### src/rtl/pipe_word_assembler.sv
// Packs the 16-bit pipe-in stream into 48-bit entries and buffers them in a FIFO.
// ep_ready throttles the host so that a whole block is never accepted without room to store it.
module pipe_word_assembler #(
  parameter int DEPTH       = 64,
  parameter int AW          = 6,
  parameter int BLOCK_WORDS = 48
) (
  input  logic          ti_clk,
  input  logic          reset,
  input  logic          ep_write,
  input  logic          ep_blockstrobe,
  input  logic [15:0]   ep_dataout,
  output logic          ep_ready,
  output logic          out_valid,
  input  logic          out_ready,
  output logic [47:0]   out_data,
  output logic [AW:0]   level,
  output logic          overflow,
  output logic          misalign
);

  localparam int          FW   = AW + 4;
  localparam logic [AW:0] FULL = (AW+1)'(DEPTH);

  logic [1:0]    phase_q, phase_d;
  logic [15:0]   w0_q, w0_d, w1_q, w1_d;
  logic [AW-1:0] wr_ptr_q, wr_ptr_d, rd_ptr_q, rd_ptr_d;
  logic [AW:0]   level_q, level_d;
  logic          overflow_q, overflow_d;
  logic          misalign_q, misalign_d;
  logic          init_q, init_d;

  logic [47:0]   mem [DEPTH];
  logic          pop, push_try, push;
  logic [47:0]   entry;
  logic [FW-1:0] room_words, need_words;

  always_comb begin
    pop        = (level_q != '0) && out_ready;
    push_try   = ep_write && (phase_q == 2'd2);
    push       = push_try && ((level_q != FULL) || pop);
    entry      = {ep_dataout, w1_q, w0_q};

    phase_d    = phase_q;
    w0_d       = w0_q;
    w1_d       = w1_q;
    wr_ptr_d   = wr_ptr_q;
    rd_ptr_d   = rd_ptr_q;
    level_d    = level_q;
    overflow_d = overflow_q;
    misalign_d = misalign_q;
    init_d     = 1'b0;

    if (ep_write) begin
      case (phase_q)
        2'd0: begin
          w0_d    = ep_dataout;
          phase_d = 2'd1;
        end
        2'd1: begin
          w1_d    = ep_dataout;
          phase_d = 2'd2;
        end
        default: phase_d = 2'd0;
      endcase
    end else if (ep_blockstrobe && (phase_q != 2'd0)) begin
      phase_d    = 2'd0;
      misalign_d = 1'b1;
    end

    // A third word with no slot available loses the whole entry.
    if (push_try && !push) overflow_d = 1'b1;

    if (push) wr_ptr_d = wr_ptr_q + 1'b1;
    if (pop)  rd_ptr_d = rd_ptr_q + 1'b1;

    case ({push, pop})
      2'b10:   level_d = level_q + 1'b1;
      2'b01:   level_d = level_q - 1'b1;
      default: level_d = level_q;
    endcase
  end

  always_ff @(posedge ti_clk) begin
    if (reset) begin
      phase_q    <= 2'd0;
      w0_q       <= '0;
      w1_q       <= '0;
      wr_ptr_q   <= '0;
      rd_ptr_q   <= '0;
      level_q    <= '0;
      overflow_q <= 1'b0;
      misalign_q <= 1'b0;
      init_q     <= 1'b1;
    end else begin
      phase_q    <= phase_d;
      w0_q       <= w0_d;
      w1_q       <= w1_d;
      wr_ptr_q   <= wr_ptr_d;
      rd_ptr_q   <= rd_ptr_d;
      level_q    <= level_d;
      overflow_q <= overflow_d;
      misalign_q <= misalign_d;
      init_q     <= init_d;
    end
  end

  always_ff @(posedge ti_clk) begin
    if (push) mem[wr_ptr_q] <= entry;
  end

  // free = 3*(DEPTH-level) - phase may go negative, so compare without subtracting.
  always_comb begin
    room_words = FW'(FULL - level_q) * FW'(3);
    need_words = FW'(BLOCK_WORDS) + FW'(phase_q);
  end

  assign ep_ready  = !init_q && (room_words >= need_words);
  assign out_valid = (level_q != '0);
  assign out_data  = out_valid ? mem[rd_ptr_q] : 48'h0;
  assign level     = level_q;
  assign overflow  = overflow_q;
  assign misalign  = misalign_q;

endmodule

### config.mk
export PLATFORM = sky130hd
export DESIGN_NAME = pipe_word_assembler
export DESIGN_NICKNAME = d
export VERILOG_FILES = /design/src/rtl/pipe_word_assembler.sv
export SDC_FILE = /design/constraint.sdc
export NUM_CORES = 2
export LEC_CHECK = 0
export CAP_MARGIN = 10
export CORE_AREA = 4 4 698 700
export CTS_BUF_LIST = sky130_fd_sc_hd__clkbuf_8
export DETAILED_ROUTE_END_ITERATION = 8
export DIE_AREA = 0 0 702 704
export GPL_TIMING_DRIVEN = 0
export PLACE_DENSITY = 0.4
export SLEW_MARGIN = 20
export SYNTH_ARGS = -nofsm -noshare
export SYNTH_HDL_FRONTEND = slang
export SYNTH_SLANG_ARGS = --single-unit
### constraint.sdc
create_clock -name ti_clk -period 5.65 [get_ports ti_clk]
set_input_delay 1.13 -clock ti_clk [delete_from_list [all_inputs] [get_ports ti_clk]]
set_output_delay 1.13 -clock ti_clk [all_outputs]
set_load 0.05 [all_outputs]
==> metrics.md <==
| Metric | Value |
|---|---|
| Outcome | `finished with violations` |
| Failing checks | `setup timing` |
| Clock transition at path regs | `0.06 ns` |
| CP Capture Type | `output port` |
| Share of the synthesized area in the top cell type | `76.95%` |
| WL/cell | `37.56 um` |
| Critical Path RT | `4.52 ns` |
| Power density cells | `317.9 nW/um^2` |
| Die Width | `702 um` |
| VDD IR max | `0.0002641 V` |
| Row count | `255` |
| Fraction of layout cells with a size suffix above 1 | `38.29%` |
| CTS max path bufs | `4` |
| Highest net fanout along the worst path | `10` |
| Setup violations, final | `1` |
| Initial antenna violation count | `57` |
| Starting Density | `24.92%` |
| Final hold vios | `0` |
| Worst Hold Class | `in -> reg` |
| H-tree depth | `6` |
| Main combinational cell family by area after synthesis | `multiplexers` |
| Synthesized flop and latch total | `3,134` |
| Mapped Nets | `5,118` |
| Hold buffers post-CTS | `0` |
| Cell with the most instances after synthesis | `edfxtp_1` |
| Flop-to-flop setup slack | `0.79 ns` |
| Slowest stage delay, CP | `0.55 ns` |
| # DRC | `0` |
| DR vias/cell | `4.970` |
| Synth Area in Simple Gates | `1.354%` |
| Number of flops mapped to enable cells by yosys | `3,072` |
| Tot Pwr | `47.43 mW` |
| Hpwl dp | `341,400 um` |
| Asr flop ratio synth | `0%` |
| Yosys warnings | `0` |
| DR pass1 iterations | `5` |
| CORE AREA | `481,100 um^2` |
| Die area | `494,200 um^2` |
| Syn_area_per_cell | `23.61 um^2` |
| Dominant synthesized flop cell | `edfxtp_1` |
| Post-Syn Area | `119,900 um^2` |
| Die height | `704 um` |
| Largest cells by area after synthesis | `edfxtp_1 (77%), mux4_2 (17%), dfxtp_1 (1.0%), mux2i_1 (0.72%), a22oi_1 (0.64%)` |
| Vias in the first global route | `64,053` |
| Most frequent cells after synthesis | `edfxtp_1 (3,072), mux4_2 (898), nand2_1 (131)` |
| Largest net degree at the start of global routing | `67` |
| Synth Area in XOR/XNOR | `0.1680%` |
| RSZ-0062 raised after global routing | `yes` |
| Drt total wl | `485,800 um` |
| Min Tclk post-route | `5.655 ns` |
| Fmax | `176.8 MHz` |
| Post-synthesis mux area share | `17.61%` |
| Antenna-violating nets left | `0` |
| Via Count | `64,283` |
| Net count, final | `6,125` |
| Clock latency on the worst-skew pair | `1.22 ns` |
| Clock sinks | `3,134` |
| Total global routing overflow | `0` |
| Synthesized instance count | `5,078` |
| Crit-path cells | `buf_4, buf_4, clkbuf_4, buf_16, mux4_2, mux4_2, a22oi_2, nand2_4, buf_2` |
| CTS tree | `built` |
| I/O pins | `80` |
| Max-cap violations | `0` |
| Worst Min Path Start | `ep_dataout[0]` |
| Reg2reg start | `phase_q[0]` |
| Worst-margin pin slew | `1.184 ns` |
| Distinct cell type count after synthesis | `57` |
| Synth area leader | `edfxtp_1` |
| Adder-cell area share of the yosys netlist | `0.2108%` |
| Complex-gate fraction of the synthesized area | `1.502%` |
| Arrival @ worst endpoint | `4.53 ns` |
| 1st-iter DRT viols | `9,237` |
| Worst Slack Setup Final | `-0.005155 ns` |
| Total GRT Usage | `19.24%` |
| Area Growth Syn to Fin | `24.47%` |
| First-pass GRT wire length | `630,100 um` |
| Root buffer cell | `clkbuf_8` |
| CP max stage cell | `a22oi_2` |
| CTS Buf Count | `553` |
| Final Slew Violations | `0` |
| Setup crit start kind | `flip-flop` |
| Place WS | `-1.859 ns` |
| Tcrit/Tclk final | `100.1%` |
| Placer Congestion | `0.7893` |
| Max_slew headroom | `21.07%` |
| Post-synthesis sequential area ratio | `77.99%` |
| Final clock skew | `0.08049 ns` |
| Crit Path Class | `reg -> out` |
| Static leakage | `46.69 nW` |
| I/O Buffers | `78` |
==> critical path: cells and delay by family (launching register included) <==
family / cells / cell delay [ns]
flops: 1 / 0.33
compound gates: 1 / 0.55
buf+inv: 5 / 1.41
mux: 2 / 0.79
simple gates: 1 / 0.23
==> layer usage <==
metal	wire [um]	vias up	track usage, %
met4	17360	6	6.366
met2	223900	3478	30.13
li1	-	23940	-
met3	38800	767	3.402
met1	205700	36092	27.02
met5	41	-	0
==> timing repair <==
item,CTS,global route
resized for setup,824,18
cloned,2,0
setup buffers,33,2
pin swaps,34,7
hold endpoints to repair,0,0
endpoints found under the setup margin,49,10
==> worst paths after layout <==
kind,endpoint,depth (start not counted)
min reg2reg,misalign,2
max reg2reg,mem[25][2],10
min,mem[46][32],1
max,out_data[31],9
==> power by group <==
part / internal [mW] / switching (mW)
clock: 9.68 / 9.77
combinational: 0.927 / 1.43
sequential: 25.5 / 0.126
total: 36.1 / 11.3
==> sequential cells by signal, summed over array words and instances (netlist names), named ones only <==
register  count
init_q        1
level         7
mem        3072
misalign      1
overflow      1
phase_q       2
rd_ptr_q      6
w0_q         16
w1_q         16
wr_ptr_q      6
==> logic make-up (layout without fill, tap and decap cells) <==
family                   after synthesis  in the layout
AO/OA/AOI/OAI                        271            271
XOR/XNOR                              23             23
adder cells (fa/ha/maj)               19             19
buffers and inverters                294           1709
flip-flops                          3134           3134
multiplexers                         986            986
other                                  0             15
AND/OR/NAND/NOR                      351            351
==> cell type report <==
type / count / area, um^2
inverter: 15 / 58.81
fill: 46362 / 331900
buffer: 277 / 2920
tap: 6425 / 8039
timing repair buffer: 454 / 8578
antenna: 15 / 37.54
clock inverter: 391 / 1968
sequential: 3134 / 93600
clock buffer: 572 / 7873
multi-input combinational: 1650 / 26130
==> layout by cell type (no fill, tap or decap), types with 10 or more instances in the layout <==
cell type           n
dfxtp_1            28
ha_1               16
mux2i_1            80
clkinvlp_4         15
xor2_1             14
nor2b_1            51
buf_16            123
buf_8              26
a22oi_1            68
a21oi_2            23
nand2_1            97
buf_4              83
a211oi_1           39
nor2_4             70
nand2_2            23
diode_2            15
dfxtp_4            28
clkinv_2           39
nand2_4            10
nor2_1             36
mux4_2            898
nand3_1            15
buf_6              57
inv_6              14
clkbuf_8          592
clkbuf_1           23
inv_1             185
edfxtp_1         3072
a21oi_1            57
buf_2              42
clkbuf_2           32
clkbuf_4           41
a22oi_2            34
clkdlybuf4s50_1    13
buf_12            255
clkinv_1          130
==> stage by stage <==
step                      utilization (%)  setup TNS [ns]  instance area, um^2  hold slack (ns)  std cells
after floorplan                         -               0               119900           0.4494       5078
after global placement              26.75               -               128700           0.4751      11581
after detailed placement            28.47          -54.42               137000           0.4747      11921
after CTS                           30.99         -0.1351               149100           0.1892      12917
after global routing                31.00        -0.01549               149200           0.2776      12919
final                               31.01       -0.005155               149200           0.3320      12933
Power figures use the tool's default switching activity.
